$ cat src/rtl/bus_mem_responder.sv
// bus_mem_responder: synchronous word memory behind the read/enable/addr bus.
// Accepts one request per clock. A write updates the addressed word on the
// request edge. A read returns the addressed word READ_LATENCY edges later,
// together with a one-cycle data_valid strobe. Out-of-range requests raise
// addr_err: a write raises it the cycle after the request, and a read raises
// it in the same cycle as its data_valid, with data forced to zero.
//
// Ports:
//   clock      rising-edge clock
//   reset_n    asynchronous active-low reset; flushes reads and refills memory
//   enable     request qualifier
//   read       1 = read request, 0 = write request
//   addr       word address (ADDR_WIDTH bits)
//   wdata      write data (DATA_WIDTH bits)
//   data       read data; holds its last value while data_valid = 0
//   data_valid one-cycle strobe for each completed read
//   addr_err   one-cycle strobe for an out-of-range request
module bus_mem_responder #(
    parameter int unsigned ADDR_WIDTH   = 8,
    parameter int unsigned DATA_WIDTH   = 8,
    parameter int unsigned DEPTH        = 256,
    parameter int unsigned READ_LATENCY = 2,
    parameter logic [DATA_WIDTH-1:0] RESET_FILL = '0
) (
    input  logic                  clock,
    input  logic                  reset_n,
    input  logic                  enable,
    input  logic                  read,
    input  logic [ADDR_WIDTH-1:0] addr,
    input  logic [DATA_WIDTH-1:0] wdata,
    output logic [DATA_WIDTH-1:0] data,
    output logic                  data_valid,
    output logic                  addr_err
);

    // Reject illegal configurations at elaboration.
    if (READ_LATENCY < 1 || READ_LATENCY > 4) begin : g_bad_latency
        $error("bus_mem_responder: READ_LATENCY must be within 1..4");
    end
    if (DEPTH < 1 || 64'(DEPTH) > (64'(1) << ADDR_WIDTH)) begin : g_bad_depth
        $error("bus_mem_responder: DEPTH must be within 1..2**ADDR_WIDTH");
    end

    localparam int unsigned IDX_W = (DEPTH > 1) ? $clog2(DEPTH) : 1;
    localparam logic [ADDR_WIDTH:0] DEPTH_V = (ADDR_WIDTH + 1)'(DEPTH);

    // One read in flight: its returned word and whether it was out of range.
    typedef struct packed {
        logic                  valid;
        logic                  err;
        logic [DATA_WIDTH-1:0] data;
    } stage_t;

    logic [DATA_WIDTH-1:0] mem [DEPTH];

    logic             in_range_c;
    logic [IDX_W-1:0] idx_c;
    logic             wr_err_c;
    stage_t           req_c;
    stage_t           arr_c;

    // Decode the current request; an out-of-range read carries zero data.
    always_comb begin
        in_range_c = ({1'b0, addr} < DEPTH_V);
        idx_c      = IDX_W'(addr);
        wr_err_c   = enable & ~read & ~in_range_c;
        req_c.valid = enable & read;
        req_c.err   = ~in_range_c;
        req_c.data  = in_range_c ? mem[idx_c] : '0;
    end

    // Storage array; every word is refilled on reset.
    always_ff @(posedge clock or negedge reset_n) begin
        if (!reset_n) begin
            for (int unsigned i = 0; i < DEPTH; i++) begin
                mem[i] <= RESET_FILL;
            end
        end else if (enable && !read && in_range_c) begin
            mem[idx_c] <= wdata;
        end
    end

    // Delay line feeding the output register. With a latency of one, the
    // request itself arrives at the output register on its own edge.
    if (READ_LATENCY == 1) begin : g_direct
        assign arr_c = req_c;
    end else begin : g_pipe
        stage_t pipe [READ_LATENCY-1];

        always_ff @(posedge clock or negedge reset_n) begin
            if (!reset_n) begin
                for (int unsigned k = 0; k < READ_LATENCY - 1; k++) begin
                    pipe[k] <= '0;
                end
            end else begin
                pipe[0] <= req_c;
                for (int unsigned k = 1; k < READ_LATENCY - 1; k++) begin
                    pipe[k] <= pipe[k-1];
                end
            end
        end

        assign arr_c = pipe[READ_LATENCY-2];
    end

    // Output register. A read error and a write error can land on the same
    // edge; both map onto the single addr_err strobe.
    always_ff @(posedge clock or negedge reset_n) begin
        if (!reset_n) begin
            data       <= '0;
            data_valid <= 1'b0;
            addr_err   <= 1'b0;
        end else begin
            data_valid <= arr_c.valid;
            addr_err   <= (arr_c.valid & arr_c.err) | wr_err_c;
            if (arr_c.valid) begin
                data <= arr_c.data;
            end
        end
    end

endmodule
$ cat config.mk
export PLATFORM = sky130hd
export DESIGN_NAME = bus_mem_responder
export DESIGN_NICKNAME = d
export VERILOG_FILES = /design/src/rtl/bus_mem_responder.sv
export SDC_FILE = /design/constraint.sdc
export NUM_CORES = 2
export LEC_CHECK = 0
export BUFFER_PORTS_ARGS = -buffer_cell sky130_fd_sc_hd__clkbuf_2
export CAP_MARGIN = 20
export CORE_UTILIZATION = 30
export CTS_BUF_LIST = sky130_fd_sc_hd__clkbuf_4 sky130_fd_sc_hd__clkbuf_8
export CTS_CLUSTER_DIAMETER = 30
export DETAILED_ROUTE_END_ITERATION = 8
export GPL_TIMING_DRIVEN = 0
export PLACE_DENSITY = 0.51
export SYNTH_ARGS = -nofsm -noshare
export SYNTH_HDL_FRONTEND = slang
export SYNTH_SLANG_ARGS = --single-unit
$ cat constraint.sdc
create_clock -name clock -period 2.5 [get_ports clock]
set_clock_uncertainty 0.2 [all_clocks]
set_input_delay 0.5 -clock clock [delete_from_list [all_inputs] [get_ports clock]]
set_output_delay 0.5 -clock clock [all_outputs]
set_load 0.05 [all_outputs]
Word-level counts from Yosys, hierarchy flattened
Index checks and enable logic that the tools add are counted.
{"block": "totals", "out_inout_bits": 10, "word_cells": 273, "register_bits": 2066, "in_bits": 20}
{"block": "classes", "bitwise_logic": 2, "reduce_logical": 3, "mux": 6, "magnitude_cmp": 2}
{"operator": "$bwmux 2048", "n": 1}
{"operator": "$bmux 8 s8", "n": 1}
{"operator": "$demux 8 s8", "n": 1}
{"operator": "$mux 8", "n": 3}
{"operator": "$ge 9x9->1 const B", "n": 1}
{"operator": "$lt 9x1->1 const B", "n": 1}
{"operator": "$not 8->9", "n": 1}
{"operator": "$logic_and 1x1->1", "n": 2}
{"operator": "$and 1x1->1", "n": 1}
{"operator": "$logic_not 1->1", "n": 1}

Longest topological paths before layout
{"block": "logic_depth", "word_depth": 6, "depth_mapped": 8, "mapped_depth_nobuf": 5}

Worst setup path before layout
No wires, ideal clock.
{"block": "synth_path", "path_type": "in2reg", "from": "in addr[1]", "to": "reg g_pipe.pipe (netlist bit arr_c[3])", "path_slack_ns": -0.160, "path_buffers": 3, "setup_ns": 0.143, "cell_stages": 8, "arrival_time_ns": 2.317, "required_time_ns": 2.157, "cell_sequence": "buf_2 > clkbuf_1 > buf_1 > mux4_2 > a22oi_1 > a21oi_1 > o41ai_1 > nand4_1"}
{"element": "start, declared", "line_no": "29", "text": "input logic [ADDR_WIDTH-1:0] addr,"}
{"element": "end signal, assigned by index", "line_no": "98", "text": "pipe[k] <= pipe[k-1];"}
{"element": "end, declared", "line_no": "88", "text": "stage_t pipe [READ_LATENCY-1];"}

==> metrics.md <==
| Metric | Value |
|---|---|
| Total negative slack | -8.18 ns |
| Total Power | between 80 and 90 mW |
| Die area | 311,000 sq um |
| Post-route cell area | roughly 110,000 sq um |
| Worst hold margin | -0.227 ns |
| Port Buffers | 18 |
| Synthesized area | ~93,000 sq um |
| Top cells by area, synth | dfrtp_1 (56%), mux2_2 (24%), mux4_2 (12%) |
| Grt total ovfl | 0 |
| CP Capture Type | flip-flop |
| FF-to-FF Start | mem[137] |
| Wire per inst | roughly 31 microns |
| Max-slew headroom | between 10% and 20% |
| DRC Markers | 0 |
| Worst-margin pin slew | about 1.3 ns |
| Final setup viols | 141 |
| Largest net degree at the start of global routing | ~120 |
| Placed Cells | approximately 10,000 |
| Final period utilization | 126% |
| Die Ht | between 500 and 600 microns |
| Share of power burned in combinational logic | around 6.6% |
| CTS tree | yes |
| Cell taking the most area after synthesis | dfrtp_1 |
| Vias per cell | 5.35 |
| TritonCTS buffer count | 484 |
| Syn_area_per_cell | 15.9 sq um |
| CTS clk-pin slew, worst paths | around 0.06 ns |
| CP peak stage delay | 0.66 ns |
| Post-Layout Cell Count | around 11,000 |
| Vias in the first global route | 62,655 |
| Clock Root Buffer | clkbuf_8 |
| Worst Path Arrival | about 3.7 ns |
| Post-synth net total | approximately 5,900 |
| Highest Clock Rate | about 0.32 GHz |
| First-iteration detailed-routing DRC count | ~4,700 |
| Max FO, Critical Path | 10 |
| Clock Latency Late Sink | between 1 and 1.5 ns |
| Yosys top cell area share | roughly 56% |
| Fraction of layout cells with a size suffix above 1 | 58.2% |
| Yosys reg bits | slightly above 2,000 |
| Crit path max-delay cell type | o41ai_4 |
| Final worst slack | -0.662 ns |
| Switch Pwr | around 22 mW |
| Total iterations of the first detailed-routing run | 5 |
| Endpoints failing hold | between 150 and 200 |
| Clk sink count | 2,066 |
| Clk pwr share | a little over half |
| P_int | approximately 66 mW |
| Row count | about 200 |
| Final Core Density | a little under two fifths |
| Final Max Slew Viols | 0 |
| Most common cell after layout, fill and taps aside | dfrtp_1 |
| CP required | between 3 and 4 ns |
| Core Footprint | ~310,000 sq um |
| Area growth, synth to finish | 23.2% |
| Tot GR Track Use | between 20% and 30% |
| Sequential share of power | 39.6% |
| CP Launch Type | primary input |
| Num ports | 30 |
| Status | complete, but fails checks |
| Synth warnings | 0 |
| Initial antenna violation count | 38 |
| Leak pwr | about 54 nW |
| Minimum clock period | about 3.2 ns |
| RSZ-0062 raised after global routing | true |
| Global-route wire length before repair | around 490,000 microns |
| Initial core utilization | 30.2% |
| Max-cap viol count | 0 |
| Placed Area | 99,700 sq um |
| Failing checks | hold timing, setup timing |
| Crit path top cell by count | buf_12 |
| GPL Wtd Cong | roughly 0.92 |
| Switching Share | around 25% |
| Final WL | approximately 350,000 microns |
| Crit Path Category | primary input to flip-flop |
| Final HPWL DP | 242,000 microns |
| Via Count | between 50,000 and 60,000 |
| Post-synth cell types | 29 |
| Maximum buffer depth of the clock tree | 4 |
| Most frequent cells in the layout | dfrtp_1 (2,065), mux2_2 (1,976), clkbuf_8 (627) |
| Register area share after synthesis | between 50% and 60% |
| CP cell instances | clkbuf_4, buf_12, buf_16, clkbuf_16, buf_12, mux4_2, a22oi_2, a21oi_2, o41ai_4, nand4_1 |
| Peak supply drop | ~440 uV |
| Power per cell area | a little under 800 nW/um^2 |
| H-tree depth | 5 |
| Critical path startpoint | addr[0] |
| Layout Nets | around 6,500 |
| Antenna viol nets, final | 0 |
| Worst min-delay path class | primary input to asynchronous set/reset pin |
| Mapped Cells | 5,846 |
| Die X | ~560 microns |
sequential cells by signal (all words and copies together), names as in the netlist:
signal,count
arr_c,9
data_valid,1
mem,2048
data,8
power by group through the flow:
stage	sequential (mW)	clock, mW	combinational, mW
2_1_floorplan	35.2	0	2.63
3_3_place_gp	35.5	0	4.87
3_5_place_dp	35.4	0	5.47
4_1_cts	34.8	48.1	5.71
5_1_grt	34.9	49.9	6.05
6_report	34.8	47.4	5.79
what timing repair did:
item / 4_1_cts / 5_1_grt
hold buffers: 19 / 2
setup buffers: 2 / 16
cloned: 0 / 1
pin swaps: 46 / 38
hold endpoints to repair: 441 / 210
setup endpoints to repair: 1469 / 475
resized for setup: 370 / 110
layout make-up:
cell class	count	area, sq um
antenna	20	50.0
buffer	455	2950
clock buffer	684	8910
clock inverter	216	3030
fill	29033	192000
multi-input combinational	3323	40300
sequential	2066	51700
tap	4100	5130
timing repair buffer	136	2060
cell families after synthesis:
group                  after synthesis  synth area share (%)
buffers and inverters              457                  2.08
AO/OA/AOI/OAI                      416                  3.07
flip-flops                        2066                  55.8
AND/OR/NAND/NOR                    338                  1.65
multiplexers                      2568                  37.4
other                                1               0.00405
per-stage QoR:
| stage | setup WS (ns) | hold slack [ns] |
|---|---|---|
| floorplan | 0.00270 | 0.00441 |
| finish | -0.662 | -0.227 |
| global route | -0.437 | -0.172 |
| CTS | -0.511 | -0.239 |
| global placement | -50.88 | 0.159 |
| detailed placement | -2.95 | 0.167 |
worst max-delay path: cells and delay by family:
family / cells / cell delay [ns]
AOI/OAI and AO/OA: 3 / 1.03
buffers and inverters: 5 / 1.01
and+or+nand+nor: 1 / 0.60
muxes: 1 / 0.55
cell usage after synthesis (all sizes together):
master,n
a21oi,128
or2,1
clkbuf,358
mux2,2056
nand3,4
nand4,8
dfrtp,2066
conb,1
nor3,7
a22oi,256
mux4,512
o41ai,32
buf,99
and2,3
nand2,211
nand4bb,2
nand2b,6
or4b,1
and4b,1
nor2b,6
nor2,88
layer usage:
metal  wire length [microns]  global-route usage, %
met5                      33                  0.278
met3                   26600                   5.49
met4                   18900                   11.1
met1                  144000                   29.2
met2                  156000                   33.7
worst paths after layout:
path / cells after the start / to / slack, ns
min reg2reg: 0 / data_valid / 0.18
max in group asynchronous: 11 / mem[2021] / 0.67
min in group clock: 4 / mem[857] / 0.13
max reg2reg: 5 / arr_c[1] / -0.64
min: 7 / mem[1175] / -0.23
max: 10 / arr_c[3] / -0.66
No activity file was read; power rests on OpenSTA's default activity.
